File: src/rtl/bcd_pkg.sv
// Shared constants and helpers for the BCD counter family.
// Digit width, the largest legal digit and direction encodings live here.
package bcd_pkg;

    localparam int         BCD_W         = 4;
    localparam logic [3:0] BCD_MAX_DIGIT = 4'd9;

    localparam logic DIR_UP   = 1'b0;
    localparam logic DIR_DOWN = 1'b1;

    function automatic logic bcd_valid(input logic [BCD_W-1:0] nib);
        return nib <= BCD_MAX_DIGIT;
    endfunction

endpackage

File: src/rtl/bcd_digit.sv
// One decade stage of the BCD counter.
// Loads, or steps up/down with 9<->0 rollover when enabled.
module bcd_digit
    import bcd_pkg::*;
#(
    parameter logic [BCD_W-1:0] INIT_DIGIT = '0
) (
    input  logic             clk,
    input  logic             rst,
    input  logic             en,
    input  logic             dir,
    input  logic             load,
    input  logic [BCD_W-1:0] ld_digit,
    output logic [BCD_W-1:0] digit,
    output logic             tc_up,
    output logic             tc_dn
);

    logic [BCD_W-1:0] digit_d;
    logic [BCD_W-1:0] digit_q;

    // Next digit: load wins, otherwise step with decade rollover.
    always_comb begin
        digit_d = digit_q;
        if (load) begin
            digit_d = ld_digit;
        end else if (en) begin
            if (dir == DIR_DOWN) begin
                digit_d = (digit_q == '0) ? BCD_MAX_DIGIT
                                          : digit_q - 1'b1;
            end else begin
                digit_d = (digit_q == BCD_MAX_DIGIT) ? '0
                                                     : digit_q + 1'b1;
            end
        end
    end

    // Digit register with synchronous reset to its initial value.
    always_ff @(posedge clk) begin
        if (rst) begin
            digit_q <= INIT_DIGIT;
        end else begin
            digit_q <= digit_d;
        end
    end

    assign digit = digit_q;
    assign tc_up = (digit_q == BCD_MAX_DIGIT);
    assign tc_dn = (digit_q == '0);

endmodule

File: src/rtl/bcd_counter_nd.sv
// Multi-digit BCD up/down counter with validated load,
// wrap pulse, sticky overflow and cascade terminal count.
module bcd_counter_nd
    import bcd_pkg::*;
#(
    parameter int                   DIGITS = 4,
    parameter logic [4*DIGITS-1:0]  INIT   = '0
) (
    input  logic                Clk,
    input  logic                Rst,
    input  logic                Cin,
    input  logic                Dir,
    input  logic                Load,
    input  logic [4*DIGITS-1:0] Ld_val,
    input  logic                Ovf_clr,
    output logic [4*DIGITS-1:0] q,
    output logic                Cout,
    output logic                Tc,
    output logic                Ovf,
    output logic                Ld_err
);

    logic [DIGITS-1:0] tc_up;
    logic [DIGITS-1:0] tc_dn;
    logic [DIGITS-1:0] dig_term;
    logic [DIGITS-1:0] en;
    logic              all_term;
    logic              ld_ok;
    logic              ld_go;
    logic              count;
    logic              wrap;

    logic cout_d, cout_q;
    logic ovf_d, ovf_q;
    logic ld_err_d, ld_err_q;

    // A digit is terminal when it would roll over in the current direction.
    assign dig_term = (Dir == DIR_DOWN) ? tc_dn : tc_up;

    // Every nibble of the load value must be a legal decimal digit.
    always_comb begin
        ld_ok = 1'b1;
        for (int i = 0; i < DIGITS; i++) begin
            ld_ok = ld_ok & bcd_valid(Ld_val[i*BCD_W +: BCD_W]);
        end
    end

    assign ld_go = Load & ld_ok;
    assign count = Cin & ~Load;

    // Ripple enable: digit i steps when all lower digits are terminal.
    always_comb begin
        en       = '0;
        all_term = 1'b1;
        for (int i = 0; i < DIGITS; i++) begin
            en[i]    = count & all_term;
            all_term = all_term & dig_term[i];
        end
    end

    assign wrap = count & all_term;
    assign Tc   = Cin & all_term;

    for (genvar g = 0; g < DIGITS; g++) begin : g_digit
        bcd_digit #(
            .INIT_DIGIT (INIT[g*BCD_W +: BCD_W])
        ) u_digit (
            .clk      (Clk),
            .rst      (Rst),
            .en       (en[g]),
            .dir      (Dir),
            .load     (ld_go),
            .ld_digit (Ld_val[g*BCD_W +: BCD_W]),
            .digit    (q[g*BCD_W +: BCD_W]),
            .tc_up    (tc_up[g]),
            .tc_dn    (tc_dn[g])
        );
    end

    // Flag next-state: wrap pulse, sticky overflow (set beats clear), load error.
    always_comb begin
        cout_d   = wrap;
        ld_err_d = Load & ~ld_ok;
        ovf_d    = ovf_q;
        if (wrap) begin
            ovf_d = 1'b1;
        end else if (Ovf_clr) begin
            ovf_d = 1'b0;
        end
    end

    // Flag registers with synchronous reset.
    always_ff @(posedge Clk) begin
        if (Rst) begin
            cout_q   <= 1'b0;
            ovf_q    <= 1'b0;
            ld_err_q <= 1'b0;
        end else begin
            cout_q   <= cout_d;
            ovf_q    <= ovf_d;
            ld_err_q <= ld_err_d;
        end
    end

    assign Cout   = cout_q;
    assign Ovf    = ovf_q;
    assign Ld_err = ld_err_q;

endmodule
File: config.mk
export PLATFORM = sky130hd
export DESIGN_NAME = bcd_counter_nd
export DESIGN_NICKNAME = d
export VERILOG_FILES = /design/src/rtl/bcd_pkg.sv /design/src/rtl/bcd_digit.sv /design/src/rtl/bcd_counter_nd.sv
export SDC_FILE = /design/constraint.sdc
export NUM_CORES = 1
export LEC_CHECK = 0
export BUFFER_PORTS_ARGS = -buffer_cell sky130_fd_sc_hd__buf_2
export CAP_MARGIN = 20
export CELL_PAD_IN_SITES_DETAIL_PLACEMENT = 2
export CELL_PAD_IN_SITES_GLOBAL_PLACEMENT = 2
export CORE_MARGIN = 5
export CORE_UTILIZATION = 33
export CTS_CLUSTER_SIZE = 14
export DETAILED_ROUTE_END_ITERATION = 16
export PLACE_DENSITY = 0.81
export RECOVER_POWER = 100
export SETUP_SLACK_MARGIN = 0.02
export SYNTH_ARGS = -nofsm -noshare
export SYNTH_HDL_FRONTEND = slang
export SYNTH_HIERARCHICAL = 1
export SYNTH_SLANG_ARGS = --single-unit
export TNS_END_PERCENT = 1
File: constraint.sdc
create_clock -name Clk -period 5.68 [get_ports Clk]
set_clock_uncertainty 0.05 [all_clocks]
set_input_delay 0.568 -clock Clk [delete_from_list [all_inputs] [get_ports Clk]]
set_output_delay 0.568 -clock Clk [all_outputs]
set_load 0.01 [all_outputs]
After elaboration in Yosys (flattened, before gate mapping)
Index checks and enable logic that the tools add are counted.
Word-level totals
  input bits: 22
  output and inout port bits: 20
  logic and storage cells: 71
  bits in registers: 19
Operators by class
  reductions and logical operators: 9
  multiplexer cells: 23
  add/sub/neg operators: 8
  bitwise logic cells: 16
  equality and inequality tests: 4
  $lt $le $gt $ge: 4
Operator list (count)
  $mux W4: 21
  $add A4 B1 Y4 const B: 4
  $eq A4 B4 Y1 const B: 4
  $le A4 B4 Y1 const B: 4
  $logic_not A4 Y1: 4
  $sub A4 B1 Y4 const B: 4
  $and A1 B1 Y1: 14
  $reduce_bool A2 Y1: 5
  $mux W1: 2
  $not A1 Y1: 2

Longest topological paths before layout
  word-level depth: 7
  gate-level depth with buffers: 8
  mapped depth without buffers: 7

Modules after synthesis
Netlist, hierarchy kept.
By module, submodules not included
  bcd_digit: area an instance 346.6 sq um, sequential area each 80.1 sq um, cells each 39, times used 4
  bcd_counter_nd: area an instance 236.5 sq um, sequential area each 60.1 sq um, cells each 28, times used 1

Worst setup path before layout
OpenSTA, ideal clock, no wires.
  path kind: input-to-reg
  start point: input Ld_val[9]
  end point: register g_digit[0].u_digit.digit_q[2]
  buffers on the path: 0
  library setup time: 0.125 ns
  data arrival time: 2.020 ns
  cell stages on the path: 6
  required time: 5.505 ns
  path slack: 3.486 ns
  path through: o21ai_0 > nand4_1 > nor2_1 > inv_1 > nand4_1 > a31oi_1
On the way
  cells in the longest elaborated chain, start to end: 5
  elaborated cells on any way between the ends: 6
  those cells by class: order compare (1); mux (1); bitwise (3); reduce/logical (1)
Ends and longest elaborated chain
  start: declaration: line bcd_counter_nd.sv:14  | input logic [4*DIGITS-1:0] Ld_val,
  $le A4 B4 Y1 (*): line bcd_pkg.sv:12  | return nib <= BCD_MAX_DIGIT;
  $and A1 B1 Y1 (*) (2 in series): line bcd_counter_nd.sv:44  | ld_ok = ld_ok & bcd_valid(Ld_val[i*BCD_W +: BCD_W]);
  $and A1 B1 Y1 (*): line bcd_counter_nd.sv:48  | assign ld_go = Load & ld_ok;
  via ld_go: line bcd_counter_nd.sv:29  | logic ld_go;
  $mux W4 / $reduce_bool A2 Y1 (equally long branches)
  end signal: assignment: line bcd_digit.sv:43  | digit_q <= digit_d;
  end: declaration: line bcd_digit.sv:20  | logic [BCD_W-1:0] digit_q;
The timed path passes the listed nets; every way through them passes the cells marked *.
A chain may end at the register's enable or synchronous reset.

Worst setup path in the final report
  start point: input Ld_val[6]
  end point: register g_digit[2].u_digit.digit_q[2]
On the way
  cells in the longest elaborated chain, start to end: 6
  elaborated cells on any way between the ends: 7
  those cells by class: order compare (1); mux (1); bitwise (4); reduce/logical (1)
Ends and longest elaborated chain (line)
  $le A4 B4 Y1 (*): bcd_pkg.sv:12
  $and A1 B1 Y1 (*) (3 in series): bcd_counter_nd.sv:44
  $and A1 B1 Y1 (*): bcd_counter_nd.sv:48
  via ld_go: bcd_counter_nd.sv:29
  $mux W4 / $reduce_bool A2 Y1 (equally long branches)
  end signal: assignment: bcd_digit.sv:43
  end: declaration: bcd_digit.sv:20
Marked as above.

==> summary.md <==
| Metric | Value |
|---|---|
| Worst hold stages | 3 |
| Setup crit start kind | input port |
| Wire length of the first global-routing pass | just under 9000 um |
| Placed cell count | around 290 |
| Die X-Extent | around 80 um |
| Fraction of layout cells with a size suffix above 1 | 18.02% |
| Status | finished clean |
| Layout Utilization | 38.74% |
| Share of the synthesized area in compound gates (AO/OA/AOI/OAI) | about a quarter |
| Count of TritonRoute iterations in the first routing pass | 4 |
| Total length of routed wires | around 5200 um |
| Synth-to-Final Area Change | 13.49% |
| Final count of hold timing violations | 0 |
| TritonCTS clock tree | yes |
| Critical path endpoint category | flip-flop |
| Required time reported for the critical path endpoint | around 5.8 ns |
| Transition time at the pin with the least slew margin | ~0.77 ns |
| Total global routing track utilization | around 17% |
| Vias per std cell | 5.685 |
| Leakage | 0.6969 nW |
| Worst slew slack as a fraction of its limit | between 40 and 50% |
| Number of cells on the worst reg-to-reg path | 7 |
| Post-Syn Area per Cell | 8.820 um^2 |
| Overall power of the completed layout | ~0.36 mW |
| Worst Path Arrival | approximately 2.8 ns |
| Die height | roughly 80 um |
| Via count of the first global-routing pass | approximately 1,800 |
| Final worst path period need | ~2.8 ns |
| Clock tree root buffer cell | sky130_fd_sc_hd__clkbuf_8 |
| Setup slack on the worst flop-to-flop path | 3.22 ns |
| Setup repair after global routing missed its margin | no |
| Total core area | ~0.0048 mm^2 |
| Type of the setup path with the least slack | input port to flip-flop |
| Max-cap viol count | 0 |
| Mux cell area share after synthesis | under 10% |
| Flip-flop and latch count after synthesis | 19 |
| CTS hold repair buffers | 0 |
| Port Buffers | 41 |
| Total DRC errors in the routed layout | 0 |
| CTS HTree Levels | 1 |
| Dominant combinational cell family by area after synthesis | simple AND/OR/NAND/NOR gates |
| Post-synthesis share of cell area spent on and, or, nand and nor gates | around a third |
| Register clock-pin slew on the reported worst setup and hold paths | around 0.08 ns |
| Max clock buf depth | 2 |
| Via count of the routed design | ~1,600 |
| HP Start | Ld_val[4] |
| Remaining antenna violation count | 0 |
| Antenna violations before repair | 0 |
| Count of pins on the block boundary | 42 |
| Number of warnings issued by yosys | 6 |
| Number of pins exceeding their max-slew limit in the final report | 0 |
| Final cell count without fillers | between 200 and 300 |
| Global placer's final weighted congestion | 0.7198 |
| Area of the die | roughly 0.0064 mm^2 |
| XOR/XNOR share of the synthesized area | under 10% |
| Highest clock frequency the design can meet | 362.9 MHz |
| Peak supply drop | roughly 0.000073 V |
| Final setup fails | 0 |
| Unique masters post-synth | 36 |
| Net count of the finished layout | about 250 |
| Critical register-to-register path endpoint | g_digit[2].u_digit/digit[3] |
| ANT cells | 0 |
| Total overflow reported by the global router | 0 |
| Cell area after synthesis | roughly 0.0016 mm^2 |
| Synth Net Count | a little over 200 |
| Share of async-settable or async-resettable flops after synthesis | 0% |
| Minimum hold slack | 0.4961 ns |
| WL/cell | about 18 um |
| Starting DRC count in detailed routing | 41 |
| Part of the Yosys area used for sequential elements | a little under a quarter |
| Number of standard cells after synthesis | between 150 and 200 |
| Number of gates resized after CTS | 0 |
| Post-CTS Setup Bufs | 0 |
| HPWL after detailed placement | approximately 3700 um |
| Adder-cell share of the synthesized area | 0% |
| Site Rows | 25 |
| Power density relative to cell area | 197.1 mW/mm^2 |
| Insertion delay to the later sink of the worst-skew pair | about 0.26 ns |
| Main synth FF type | sky130_fd_sc_hd__dfxtp_1 |
| Pin count of the biggest net entering global routing | 39 |
| Clock buffers created by TritonCTS | 3 |
| Starting density of the core | approximately a third |
| Startpoint of the worst register-to-register path | g_digit[0].u_digit/digit[3] |
| Post-route clock period utilization | 48.52% |
| Sum of negative setup slack | 0 ns |
| Clock sink total | 19 |
| Hold crit path type | input port to flip-flop |
| Hold Crit Endpoint | g_digit[1].u_digit/digit[0] |
| Highest fanout seen on the critical path | 16 |
| Number of enable-type register cells in the synthesized netlist | 0 |
| Count of filler cells inserted in the layout | ~570 |
[metal layers]
layer / global-route usage [%] / wire [um] / share of wire (%)
met1: 21.75 / 2471 / 48
met2: 29.22 / 2523 / 49
met3: 1.906 / 135 / 2.6
met4: 4.899 / 71 / 1.4
met5: 0 / 0 / 0
[how the worst max path moves through the flow]
stage	from	endpoint	slack [ns]
2_1_floorplan	Ld_val[9]	g_digit[0].u_digit/digit[2]	3.49
3_3_place_gp	Ld_val[9]	g_digit[0].u_digit/digit[3]	3.11
3_5_place_dp	Dir	g_digit[3].u_digit/digit[3]	2.98
4_1_cts	g_digit[0].u_digit/digit[1]	g_digit[2].u_digit/digit[3]	3.21
5_1_grt	Ld_val[5]	g_digit[0].u_digit/digit[2]	2.72
6_report	Ld_val[6]	g_digit[2].u_digit/digit[2]	2.92
[critical path, stage by stage]
cell and delay [ns]:
sky130_fd_sc_hd__buf_2 0.11, sky130_fd_sc_hd__o21ai_0 0.27, sky130_fd_sc_hd__nand4_1 0.15, sky130_fd_sc_hd__nor2_1 0.62
sky130_fd_sc_hd__clkbuf_1 0.61, sky130_fd_sc_hd__inv_1 0.22, sky130_fd_sc_hd__nand4_1 0.16, sky130_fd_sc_hd__a31oi_1 0.10
[cells in the final DEF, fill, tap and decap left out, types with 2 or more instances in the layout]
| master | count |
|---|---|
| sky130_fd_sc_hd__nand4bb_1 | 4 |
| sky130_fd_sc_hd__dfxtp_1 | 19 |
| sky130_fd_sc_hd__xnor2_1 | 4 |
| sky130_fd_sc_hd__clkbuf_8 | 3 |
| sky130_fd_sc_hd__a41o_1 | 4 |
| sky130_fd_sc_hd__nand3b_1 | 4 |
| sky130_fd_sc_hd__inv_1 | 10 |
| sky130_fd_sc_hd__a21oi_1 | 8 |
| sky130_fd_sc_hd__or3b_1 | 4 |
| sky130_fd_sc_hd__a311oi_1 | 8 |
| sky130_fd_sc_hd__nor2_1 | 12 |
| sky130_fd_sc_hd__nor3b_1 | 6 |
| sky130_fd_sc_hd__a21o_1 | 8 |
| sky130_fd_sc_hd__a211o_1 | 4 |
| sky130_fd_sc_hd__o2111ai_1 | 4 |
| sky130_fd_sc_hd__nand2_1 | 13 |
| sky130_fd_sc_hd__clkbuf_1 | 23 |
| sky130_fd_sc_hd__and4b_2 | 4 |
| sky130_fd_sc_hd__mux2i_1 | 2 |
| sky130_fd_sc_hd__xor2_1 | 12 |
| sky130_fd_sc_hd__nand4_1 | 6 |
| sky130_fd_sc_hd__and4bb_2 | 4 |
| sky130_fd_sc_hd__nand2b_1 | 4 |
| sky130_fd_sc_hd__or3b_2 | 4 |
| sky130_fd_sc_hd__o41ai_1 | 3 |
| sky130_fd_sc_hd__and4b_1 | 4 |
| sky130_fd_sc_hd__a31oi_1 | 4 |
| sky130_fd_sc_hd__buf_2 | 20 |
| sky130_fd_sc_hd__nor4_1 | 4 |
| sky130_fd_sc_hd__o21ai_0 | 4 |
[stage by stage]
step	setup slack (ns)	cell area, um^2
after global placement	3.115	1854
after global routing	2.722	1842
final	2.924	1842
after floorplan	3.486	1623
after detailed placement	2.982	1854
after CTS	3.206	1899
[state kept, by name, summed over array words and instances, names as in the netlist]
signal                 flops
Cout                       1
g_digit.u_digit/digit     16
Ovf                        1
Ld_err                     1
[cells in the mapped netlist (all sizes together) (5+ instances only)]
cell type  number  area (um^2)
nor3b           6        45.04
a311oi          8        70.07
nand2          13        48.80
dfxtp          19        380.4
inv            10        37.54
and4b           8        85.08
xor2           12        105.1
nand4           6        37.54
a21o            9        68.82
a21oi           8        40.04
nor2           12        45.04
nand3b          5        50.05
or3b            8        70.06
buf             8        65.06
[kinds of logic after synthesis]
logic type | after synthesis
AO/OA/AOI/OAI | 50
XOR/XNOR | 16
buffers and inverters | 18
flip-flops | 19
multiplexers | 2
AND/OR/NAND/NOR | 79
[final cells by class]
cell class / count / area (um^2) / area share (%)
Multi-Input combinational cell: 147 / 1112 / 60.39
Timing Repair Buffer: 42 / 182.7 / 9.918
Clock buffer: 4 / 45.04 / 2.446
Sequential cell: 19 / 380.4 / 20.65
Inverter: 10 / 37.54 / 2.038
Tap cell: 67 / 83.83 / 4.552
[power breakdown]
group | internal (mW) | leakage [nW] | total [mW] | switching, mW
clock network | 0.0501 | 0.0228 | 0.104 | 0.0535
logic | 0.0423 | 0.519 | 0.0953 | 0.0530
registers | 0.142 | 0.155 | 0.164 | 0.0224
No activity file was read; power rests on OpenSTA's default activity.
